**src/rtl/tt_load_drain_ctrl_if.sv**
```systemverilog
// Drain/load-return/VRF-write signal bundle for tt_load_drain_ctrl.
// Signal names are seen from the drain controller: i_* are driven by the master side, o_* by the slave.
interface tt_load_drain_ctrl_if #(
    parameter int LQ_DEPTH   = 8,
    parameter int DATA_WIDTH = 512
) ();
    localparam int LQW = $clog2(LQ_DEPTH);

    logic                  i_drain_req;
    logic [LQW-1:0]        i_drain_ref_count;
    logic [LQW-1:0]        i_drain_lqid_start;
    logic                  o_draining;
    logic                  i_lq_wr_valid;
    logic [LQW-1:0]        i_lq_wr_lqid;
    logic [4:0]            i_lq_wr_vd;
    logic [DATA_WIDTH-1:0] i_lq_wr_data;
    logic                  o_vrf_wr_valid;
    logic                  i_vrf_wr_ready;
    logic [4:0]            o_vrf_wr_vd;
    logic [LQW-1:0]        o_vrf_wr_elem_idx;
    logic [DATA_WIDTH-1:0] o_vrf_wr_data;
    logic                  o_lq_commit;
    logic [LQW-1:0]        o_dest_lqid;
    logic                  o_err_overwrite;

    modport master (
        output i_drain_req, i_drain_ref_count, i_drain_lqid_start,
        output i_lq_wr_valid, i_lq_wr_lqid, i_lq_wr_vd, i_lq_wr_data,
        output i_vrf_wr_ready,
        input  o_draining, o_vrf_wr_valid, o_vrf_wr_vd, o_vrf_wr_elem_idx,
        input  o_vrf_wr_data, o_lq_commit, o_dest_lqid, o_err_overwrite
    );

    modport slave (
        input  i_drain_req, i_drain_ref_count, i_drain_lqid_start,
        input  i_lq_wr_valid, i_lq_wr_lqid, i_lq_wr_vd, i_lq_wr_data,
        input  i_vrf_wr_ready,
        output o_draining, o_vrf_wr_valid, o_vrf_wr_vd, o_vrf_wr_elem_idx,
        output o_vrf_wr_data, o_lq_commit, o_dest_lqid, o_err_overwrite
    );
endinterface

```
**src/rtl/tt_load_drain_ctrl.sv**
```systemverilog
// Load-queue data buffer and in-order drain engine towards the VRF write port.
// Optional TT_LQ_DRAIN_BYPASS_EN: forward a same-cycle load return for the head entry straight to the VRF port.
module tt_load_drain_ctrl #(
    parameter int LQ_DEPTH   = 8,
    parameter int DATA_WIDTH = 512
) (
    input logic                clk,
    input logic                reset_n,
    tt_load_drain_ctrl_if.slave lq_if
);
    localparam int LQW  = $clog2(LQ_DEPTH);
    localparam int CNTW = LQW + 1;

    typedef enum logic [0:0] {
        ST_IDLE  = 1'b0,
        ST_DRAIN = 1'b1
    } state_e;

    state_e                state_q, state_d;
    logic [LQW-1:0]        ptr_q, ptr_d;
    logic [LQW-1:0]        idx_q, idx_d;
    logic [CNTW-1:0]       remaining_q, remaining_d;
    logic                  err_q, err_d;
    logic [LQ_DEPTH-1:0]   valid_q, valid_d;
    logic [4:0]            vd_q   [LQ_DEPTH];
    logic [DATA_WIDTH-1:0] data_q [LQ_DEPTH];

    logic                  draining_s;
    logic                  wr_en_s;
    logic                  wr_ovw_s;
    logic                  bypass_s;
    logic                  vrf_valid_s;
    logic                  fire_s;
    logic [4:0]            vrf_vd_s;
    logic [DATA_WIDTH-1:0] vrf_data_s;

    assign draining_s = (state_q == ST_DRAIN);
    // Writes to an already-valid entry are dropped and flagged.
    assign wr_en_s    = lq_if.i_lq_wr_valid & ~valid_q[lq_if.i_lq_wr_lqid];
    assign wr_ovw_s   = lq_if.i_lq_wr_valid &  valid_q[lq_if.i_lq_wr_lqid];

`ifdef TT_LQ_DRAIN_BYPASS_EN
    assign bypass_s = draining_s & ~valid_q[ptr_q] & lq_if.i_lq_wr_valid &
                      (lq_if.i_lq_wr_lqid == ptr_q);
`else
    assign bypass_s = 1'b0;
`endif

    // VRF port source select: head entry from storage, or the forwarded load return.
    always_comb begin
        vrf_valid_s = draining_s & (valid_q[ptr_q] | bypass_s);
        if (bypass_s) begin
            vrf_vd_s   = lq_if.i_lq_wr_vd;
            vrf_data_s = lq_if.i_lq_wr_data;
        end else begin
            vrf_vd_s   = vd_q[ptr_q];
            vrf_data_s = data_q[ptr_q];
        end
    end

    assign fire_s = vrf_valid_s & lq_if.i_vrf_wr_ready;

    // Next-state for the drain FSM, entry valid bits and sticky error.
    always_comb begin
        state_d     = state_q;
        ptr_d       = ptr_q;
        idx_d       = idx_q;
        remaining_d = remaining_q;
        err_d       = err_q | wr_ovw_s;
        for (int i = 0; i < LQ_DEPTH; i++) begin
            // Clear wins so a forwarded entry that fires never becomes valid.
            valid_d[i] = (valid_q[i] | (wr_en_s && (lq_if.i_lq_wr_lqid == LQW'(i)))) &
                         ~(fire_s && (ptr_q == LQW'(i)));
        end
        case (state_q)
            ST_IDLE: begin
                if (lq_if.i_drain_req) begin
                    ptr_d   = lq_if.i_drain_lqid_start;
                    idx_d   = {LQW{1'b0}};
                    state_d = ST_DRAIN;
                    if (lq_if.i_drain_ref_count == {LQW{1'b0}}) begin
                        remaining_d = CNTW'(LQ_DEPTH);
                    end else begin
                        remaining_d = {1'b0, lq_if.i_drain_ref_count};
                    end
                end else begin
                    state_d = ST_IDLE;
                end
            end
            ST_DRAIN: begin
                if (fire_s) begin
                    ptr_d       = ptr_q + LQW'(1);
                    idx_d       = idx_q + LQW'(1);
                    remaining_d = remaining_q - CNTW'(1);
                    if (remaining_q == CNTW'(1)) begin
                        state_d = ST_IDLE;
                    end else begin
                        state_d = ST_DRAIN;
                    end
                end else begin
                    state_d = ST_DRAIN;
                end
            end
            default: begin
                state_d = ST_IDLE;
            end
        endcase
    end

    // Control state registers with synchronous active-low reset.
    always_ff @(posedge clk) begin
        if (!reset_n) begin
            state_q     <= ST_IDLE;
            ptr_q       <= {LQW{1'b0}};
            idx_q       <= {LQW{1'b0}};
            remaining_q <= {CNTW{1'b0}};
            err_q       <= 1'b0;
            valid_q     <= {LQ_DEPTH{1'b0}};
        end else begin
            state_q     <= state_d;
            ptr_q       <= ptr_d;
            idx_q       <= idx_d;
            remaining_q <= remaining_d;
            err_q       <= err_d;
            valid_q     <= valid_d;
        end
    end

    // Entry payload storage; qualified by valid_q so it needs no reset.
    always_ff @(posedge clk) begin
        if (wr_en_s) begin
            vd_q[lq_if.i_lq_wr_lqid]   <= lq_if.i_lq_wr_vd;
            data_q[lq_if.i_lq_wr_lqid] <= lq_if.i_lq_wr_data;
        end
    end

    assign lq_if.o_draining        = draining_s;
    assign lq_if.o_vrf_wr_valid    = vrf_valid_s;
    assign lq_if.o_vrf_wr_vd       = vrf_vd_s;
    assign lq_if.o_vrf_wr_elem_idx = idx_q;
    assign lq_if.o_vrf_wr_data     = vrf_data_s;
    assign lq_if.o_lq_commit       = fire_s;
    assign lq_if.o_dest_lqid       = ptr_q;
    assign lq_if.o_err_overwrite   = err_q;
endmodule
```
**src/flat_wrapper.sv**
```systemverilog
// flat-port wrapper written by rule: the top's interface ports become plain ports
module tt_load_drain_ctrl_flat 
#(
    parameter int LQ_DEPTH   = 8,
    parameter int DATA_WIDTH = 512
)
  (clk, reset_n, lq_if_i_drain_req, lq_if_i_drain_ref_count, lq_if_i_drain_lqid_start, lq_if_i_lq_wr_valid, lq_if_i_lq_wr_lqid, lq_if_i_lq_wr_vd, lq_if_i_lq_wr_data, lq_if_i_vrf_wr_ready, lq_if_o_draining, lq_if_o_vrf_wr_valid, lq_if_o_vrf_wr_vd, lq_if_o_vrf_wr_elem_idx, lq_if_o_vrf_wr_data, lq_if_o_lq_commit, lq_if_o_dest_lqid, lq_if_o_err_overwrite);
  tt_load_drain_ctrl_if #(.LQ_DEPTH(LQ_DEPTH), .DATA_WIDTH(DATA_WIDTH)) lq_if_i ();
  input logic clk;
  input logic reset_n;
  input wire logic [$bits(lq_if_i.i_drain_req)-1:0] lq_if_i_drain_req;
  input wire logic [$bits(lq_if_i.i_drain_ref_count)-1:0] lq_if_i_drain_ref_count;
  input wire logic [$bits(lq_if_i.i_drain_lqid_start)-1:0] lq_if_i_drain_lqid_start;
  input wire logic [$bits(lq_if_i.i_lq_wr_valid)-1:0] lq_if_i_lq_wr_valid;
  input wire logic [$bits(lq_if_i.i_lq_wr_lqid)-1:0] lq_if_i_lq_wr_lqid;
  input wire logic [$bits(lq_if_i.i_lq_wr_vd)-1:0] lq_if_i_lq_wr_vd;
  input wire logic [$bits(lq_if_i.i_lq_wr_data)-1:0] lq_if_i_lq_wr_data;
  input wire logic [$bits(lq_if_i.i_vrf_wr_ready)-1:0] lq_if_i_vrf_wr_ready;
  output wire logic [$bits(lq_if_i.o_draining)-1:0] lq_if_o_draining;
  output wire logic [$bits(lq_if_i.o_vrf_wr_valid)-1:0] lq_if_o_vrf_wr_valid;
  output wire logic [$bits(lq_if_i.o_vrf_wr_vd)-1:0] lq_if_o_vrf_wr_vd;
  output wire logic [$bits(lq_if_i.o_vrf_wr_elem_idx)-1:0] lq_if_o_vrf_wr_elem_idx;
  output wire logic [$bits(lq_if_i.o_vrf_wr_data)-1:0] lq_if_o_vrf_wr_data;
  output wire logic [$bits(lq_if_i.o_lq_commit)-1:0] lq_if_o_lq_commit;
  output wire logic [$bits(lq_if_i.o_dest_lqid)-1:0] lq_if_o_dest_lqid;
  output wire logic [$bits(lq_if_i.o_err_overwrite)-1:0] lq_if_o_err_overwrite;
  assign lq_if_i.i_drain_req = lq_if_i_drain_req;
  assign lq_if_i.i_drain_ref_count = lq_if_i_drain_ref_count;
  assign lq_if_i.i_drain_lqid_start = lq_if_i_drain_lqid_start;
  assign lq_if_i.i_lq_wr_valid = lq_if_i_lq_wr_valid;
  assign lq_if_i.i_lq_wr_lqid = lq_if_i_lq_wr_lqid;
  assign lq_if_i.i_lq_wr_vd = lq_if_i_lq_wr_vd;
  assign lq_if_i.i_lq_wr_data = lq_if_i_lq_wr_data;
  assign lq_if_i.i_vrf_wr_ready = lq_if_i_vrf_wr_ready;
  assign lq_if_o_draining = lq_if_i.o_draining;
  assign lq_if_o_vrf_wr_valid = lq_if_i.o_vrf_wr_valid;
  assign lq_if_o_vrf_wr_vd = lq_if_i.o_vrf_wr_vd;
  assign lq_if_o_vrf_wr_elem_idx = lq_if_i.o_vrf_wr_elem_idx;
  assign lq_if_o_vrf_wr_data = lq_if_i.o_vrf_wr_data;
  assign lq_if_o_lq_commit = lq_if_i.o_lq_commit;
  assign lq_if_o_dest_lqid = lq_if_i.o_dest_lqid;
  assign lq_if_o_err_overwrite = lq_if_i.o_err_overwrite;
  tt_load_drain_ctrl #(.LQ_DEPTH(LQ_DEPTH), .DATA_WIDTH(DATA_WIDTH)) u_core (.clk(clk), .reset_n(reset_n), .lq_if(lq_if_i));
endmodule
```
**config.mk**
```make
export PLATFORM = sky130hd
export DESIGN_NAME = tt_load_drain_ctrl_flat
export DESIGN_NICKNAME = d
export VERILOG_FILES = /design/src/rtl/tt_load_drain_ctrl_if.sv /design/src/rtl/tt_load_drain_ctrl.sv /design/src/flat_wrapper.sv
export SDC_FILE = /design/constraint.sdc
export NUM_CORES = 2
export LEC_CHECK = 0
export CORE_ASPECT_RATIO = 0.6
export CORE_UTILIZATION = 55
export CTS_BUF_LIST = sky130_fd_sc_hd__clkbuf_4
export CTS_CLUSTER_SIZE = 16
export DETAILED_ROUTE_END_ITERATION = 10
export HOLD_SLACK_MARGIN = 0.02
export PLACE_DENSITY = 0.8
export SETUP_SLACK_MARGIN = 0.05
export SYNTH_ARGS = -nofsm -noshare
export SYNTH_HDL_FRONTEND = slang
export SYNTH_MEMORY_MAX_BITS = 65536
export SYNTH_SLANG_ARGS = --single-unit
```
**constraint.sdc**
```tcl
create_clock -name clk -period 66.4 [get_ports clk]
set_clock_uncertainty 0.05 [all_clocks]
set_input_delay 13.28 -clock clk [delete_from_list [all_inputs] [get_ports clk]]
set_output_delay 13.28 -clock clk [all_outputs]
set_load 0.02 [all_outputs]
```
Yosys cells after proc, flatten, opt, wreduce, memory -nomap -nowiden
Memory sizes are Yosys's and may differ from the RTL's. A register that Yosys moved wholly into a read port is not among the register bits.
Cells that the tools add are included.
{ "word_totals": {"register_bits": 20, "mem_bits_rw": 4136, "inputBits": 531, "output_inout_bits": 527, "word_cells": 105, "memories": 2} }
{ "classes": {"add_sub_neg": 3, "n_lt_le_gt_ge": 2, "eq_ne": 17, "mux": 24, "n_bitwise": 31, "reduce_logical": 20} }
{ "memory_table": {"columns": ["name", "depth", "width", "rd", "rd_ports_with_merged_regs", "write_ports", "line", "source"], "rows": [
  ["u_core.data_q", 8, 512, 1, 1, 1, "tt_load_drain_ctrl.sv:26", "logic [DATA_WIDTH-1:0] data_q [LQ_DEPTH];"],
  ["u_core.vd_q", 8, 5, 1, 1, 1, "tt_load_drain_ctrl.sv:25", "logic [4:0] vd_q [LQ_DEPTH];"]
]} }
{ "op_table": {"columns": ["cell", "n"], "rows": [
  ["equality test 3 bit, second input constant", 8],
  ["2-to-1 mux 3 bit", 8],
  ["logical AND 1 bit", 16],
  ["bitwise AND 1 bit", 12],
  ["equality test 3 x 2 -> 1 bit, second input constant", 4],
  ["2-to-1 mux 4 bit", 3],
  ["case mux 3 bit (2 select lines)", 2],
  ["NOT 1 bit", 10],
  ["logical NOT 3 bit", 3],
  ["bitwise OR 1 bit", 9],
  ["< comparator 3 x 4 -> 1 bit, second input constant", 2],
  ["case mux 4 bit (2 select lines)", 1],
  ["2-to-1 mux 1 bit", 7],
  ["adder 3 x 1 -> 3 bit, second input constant", 2],
  ["binary-select mux 1 bit (select 3 bit)", 2],
  ["equality test 3 x 1 -> 1 bit, second input constant", 2],
  ["equality test 4 x 1 -> 1 bit, second input constant", 1],
  ["!= test 2 bit, second input constant", 2],
  ["subtractor 4 x 1 -> 4 bit, second input constant", 1],
  ["case mux 1 bit (2 select lines)", 1],
  ["AND reduction 2 bit", 1]
]} }

Logic depth before layout (Yosys ltp)
{ "logic_depth": {"word_depth": 8, "mapped_depth": 6, "ltp_nobuf": 6} }

Worst setup path after synthesis
No wires, ideal clock.
{ "synth_path": {"path_type": "input-to-reg", "from": "input port lq_if_i_lq_wr_lqid[1]", "to": "register u_core.valid_q[2]", "setup_time_ns": 0.195, "arrival_time_ns": 69.338, "t_required_ns": 66.155, "setup_slack_ns": -3.183, "stages": 4, "path_buffers": 1, "path_cell_list": "clkbuf_1 nor4b_1 o21ai_0 a31oi_1"} }
{ "synth_via": {"elab_chain_cells": 7, "word_cells_on_any_way": 8, "cone_classes": "eq/ne: 1; mux: 2; bitwise: 4; reduce/logical: 1"} }
{ "synth_lines": {"columns": ["item", "line", "source"], "rows": [
  ["start: declaration", "flat_wrapper.sv:15", "input wire logic [$bits(lq_if_i.i_lq_wr_lqid)-1:0] lq_if_i_lq_wr_lqid;"],
  ["binary-select mux 1 bit (select 3 bit)", "tt_load_drain_ctrl.sv:39", "assign wr_en_s = lq_if.i_lq_wr_valid & ~valid_q[lq_if.i_lq_wr_lqid];"],
  ["2-to-1 mux 1 bit (not written as such)", "tt_load_drain_ctrl.sv:39", null],
  ["NOT 1 bit", "tt_load_drain_ctrl.sv:39", null],
  ["bitwise AND 1 bit", "tt_load_drain_ctrl.sv:39", null],
  ["logical AND 1 bit (*)", "tt_load_drain_ctrl.sv:72", "valid_d[i] = (valid_q[i] | (wr_en_s && (lq_if.i_lq_wr_lqid == LQW'(i)))) &"],
  ["bitwise OR 1 bit (*)", "tt_load_drain_ctrl.sv:72", null],
  ["bitwise AND 1 bit (*)", "tt_load_drain_ctrl.sv:72", null],
  ["end signal: assignment", "tt_load_drain_ctrl.sv:118", "valid_q <= {LQ_DEPTH{1'b0}};"],
  ["end signal: assignment", "tt_load_drain_ctrl.sv:125", "valid_q <= valid_d;"],
  ["end: declaration", "tt_load_drain_ctrl.sv:24", "logic [LQ_DEPTH-1:0] valid_q, valid_d;"]
]} }
Mark *: on every way between the ends. The rest lies on a longest branch, timed or not. The select of a mux whose other input is x is not followed.
A chain may end at the register's enable or synchronous reset.

Worst setup path in the final report
{ "layout_path": {"from": "input port lq_if_i_vrf_wr_ready", "to": "output port lq_if_o_lq_commit"} }
{ "layout_via": {"elab_chain_cells": 1} }
{ "layout_lines": {"columns": ["item", "line", "source"], "rows": [
  ["start: declaration", "flat_wrapper.sv:18", "input wire logic [$bits(lq_if_i.i_vrf_wr_ready)-1:0] lq_if_i_vrf_wr_ready;"],
  ["bitwise AND 1 bit", "tt_load_drain_ctrl.sv:61", "assign fire_s = vrf_valid_s & lq_if.i_vrf_wr_ready;"],
  ["end: declaration", "flat_wrapper.sv:24", "output wire logic [$bits(lq_if_i.o_lq_commit)-1:0] lq_if_o_lq_commit;"]
]} }
No other way between the ends.

==> results.json <==
{
  "hold_viol": 0,
  "max_freq_mhz": 34.8,
  "p_total_mw": 5.36,
  "dp_slack_ns": 37.69,
  "core-area_sq_um": 282000,
  "syn_inst": 6125,
  "ctsHoldBuffers": 0,
  "syn2layout_area_growth_pct": 16.8,
  "num_rows": 151,
  "finalNetCount": 8429,
  "grt_pass1_wl_um": 500000,
  "chipWidth_um": 690,
  "crit_path_max_fanout": 12,
  "grt_max_degree": 128,
  "m1WireLength_um": 132000,
  "cts_tree": "yes",
  "synth_edf_count": 4136,
  "cp.required_ns": 53.07,
  "stdcell_area_sq_um": 182000,
  "tightestPinTransition_ns": 1.09,
  "postCtsResizedCells": 0,
  "synth_warnings": 0,
  "die_area_sq_um": 286000,
  "async_reset_ff_share_pct": 0,
  "cts_inserted_buffers": 879,
  "p_per_area_nw_per_um2": 29.4,
  "synth_area_leaders": "edfxtp_1, mux4_2, mux2_2",
  "leakagePower_nw": 57.0,
  "highest_layer": "met5",
  "fin_cells": 12325,
  "wl_um": 345000,
  "drive_gt1_share_pct": 36.4,
  "yosysTopAreaCellShare_pct": 79.6,
  "syn-num-nets": 6665,
  "wl_met3_um": 31600,
  "synth_seq_area_share_pct": 79.9,
  "drv_cap": 0,
  "fin_ws_ns": 37.63,
  "avgSynthCellArea_sq_um": 25.5,
  "die_y_um": 415,
  "routedWlPerCell_um": 28.0,
  "post_cts_buffers": 0,
  "cp.arrival_ns": 15.44,
  "synthesis.area_sq_um": 156000,
  "postRouteAntennaNets": 0,
  "worstSetupPathType": "in2out",
  "hold_slack_ns": 0.426,
  "boundaryPins": 1058,
  "period_share_pct": 43.3,
  "viasPerCell": 6.00,
  "clkTransAtPathRegs_ns": 0.08,
  "synth-seq-cells": 4159,
  "gp_congestion": 0.810,
  "placed_area_sq_um": 171000,
  "setup_viol": 0,
  "gr-usage-all-layers_pct": 23.6,
  "yosysTopAreaCell": "edfxtp_1",
  "vdd_drop_max_mv": 0.0254,
  "clkSinkCount": 4159,
  "yosysMostFrequentCell": "edfxtp_1",
  "grt_pass1_vias": 75883,
  "htree_levels": 6,
  "synthFlopType": "edfxtp_1",
  "dr_wl_met2_um": 169000,
  "drtPass1Iterations": 6,
  "clockBufferDepth": 4,
  "hold_path_class": "reg2reg",
  "grt_remaining_overflow": 0,
  "dp_hpwl_um": 198000,
  "ys_types": 39,
  "period_minus_slack_ns": 28.77,
  "rsz0062_at_grt": "no",
  "antenna_found_initial": 103,
  "drv_slew": 0,
  "drtIter0Drc": 7634,
  "start_util_pct": 55.3,
  "route.vias.total": 73964,
  "dp_cells": 10756,
  "cp-end-kind": "output pin",
  "drc": 0,
  "numPortBuffers": 1057,
  "root_buffer": "clkbuf_4",
  "worstSkewPairLatency_ns": 1.35,
  "slew_headroom_pct": 27.2,
  "cp-start-kind": "primary input",
  "status": "complete, no violations",
  "synth_commonest_cells": "edfxtp_1, mux4_2, mux2_2"
}
path summary, 6_finish.rpt:
| path | startpoint | to | slack [ns] | cells after the start |
|---|---|---|---|---|
| hold / removal | u_core.lq_if.o_err_overwrite$_SDFF_PN0_ | u_core.lq_if.o_err_overwrite$_SDFF_PN0_ | 0.43 | 2 |
| hold reg to reg | u_core.lq_if.o_err_overwrite$_SDFF_PN0_ | u_core.lq_if.o_err_overwrite$_SDFF_PN0_ | 0.43 | 2 |
| setup reg to reg | u_core.valid_q[0]$_SDFF_PN0_ | u_core.data_q[0][391]$_DFFE_PP_ | 60.96 | 6 |
| setup / recovery | lq_if_i_vrf_wr_ready | lq_if_o_lq_commit | 37.63 | 4 |
where the power goes:
group / leakage [nW] / internal (mW) / switching (mW)
clock network: 6.68 / 0.959 / 0.941
logic: 12.5 / 0.234 / 0.264
registers: 37.7 / 2.94 / 0.0155
worst max-delay path: stages:
cell	delay (ns)
clkdlybuf4s50_1	0.49
o221ai_1	0.22
nor2_1	0.70
clkdlybuf4s50_1	0.75
metrics by stage:
stage	setup TNS (ns)	util, %
6_report	0	64.6
2_1_floorplan	-2888.66	-
5_1_grt	0	64.6
4_1_cts	0	64.6
3_5_place_dp	0	60.6
3_3_place_gp	0	60.6
placed cells by master, fill, tap and decap left out, drive strengths merged, types with 2 or more instances in the layout:
cell | netlist | final
buf | 153 | 123
mux2 | 523 | 523
clkinv | 1 | 138
nor2 | 4 | 4
nor4 | 3 | 3
nand2b | 5 | 5
a21oi | 4 | 4
nor4b | 4 | 4
o21ai | 11 | 11
clkbuf | 144 | 1342
mux4 | 1036 | 1036
bufinv | 0 | 11
nand2 | 14 | 14
a211o | 2 | 2
a31o | 2 | 2
diode | 0 | 56
inv | 9 | 27
nand3 | 2 | 2
o211ai | 4 | 4
mux2i | 7 | 7
edfxtp | 4136 | 4136
clkdlybuf4s50 | 0 | 1057
dfxtp | 23 | 23
a31oi | 9 | 9
ha | 9 | 9
nor3 | 5 | 5
clkinvlp | 0 | 5
o221a | 3 | 3
o221ai | 2 | 2
cell type report:
class	count	area, sq um
antenna	56	140
clock buffer	1342	10100
clock inverter	171	1080
fill	17488	99900
inverter	10	37.5
multi-input combinational	1659	30000
sequential	4159	125000
tap	3748	4690
timing repair buffer	1180	11700
sequential cells by signal (all words and copies together), names as in the netlist, named ones only:
register                        cells
u_core.lq_if.o_err_overwrite        1
u_core.lq_if.o_dest_lqid            3
u_core.lq_if.o_draining             1
u_core.data_q                    4096
u_core.valid_q                      8
u_core.vd_q                        40
u_core.remaining_q                  4
u_core.lq_if.o_vrf_wr_elem_idx      3
kinds of logic after synthesis:
| logic type | Yosys count | share of synthesized area, % |
|---|---|---|
| flip-flops | 4159 | 79.9 |
| multiplexers | 1566 | 18.8 |
| buffers and inverters | 307 | 0.975 |
| AO/OA/AOI/OAI | 42 | 0.191 |
| AND/OR/NAND/NOR | 41 | 0.139 |
| adder cells (fa/ha/maj) | 9 | 0.0721 |
| XOR/XNOR | 1 | 0.00561 |
routing by layer:
layer	up-vias	global-route usage, %
met5	-	0
met4	102	9.34
met3	651	6.63
met2	3831	37.2
met1	38740	31.7
li1	30640	-
No activity file was read; power rests on OpenSTA's default activity.
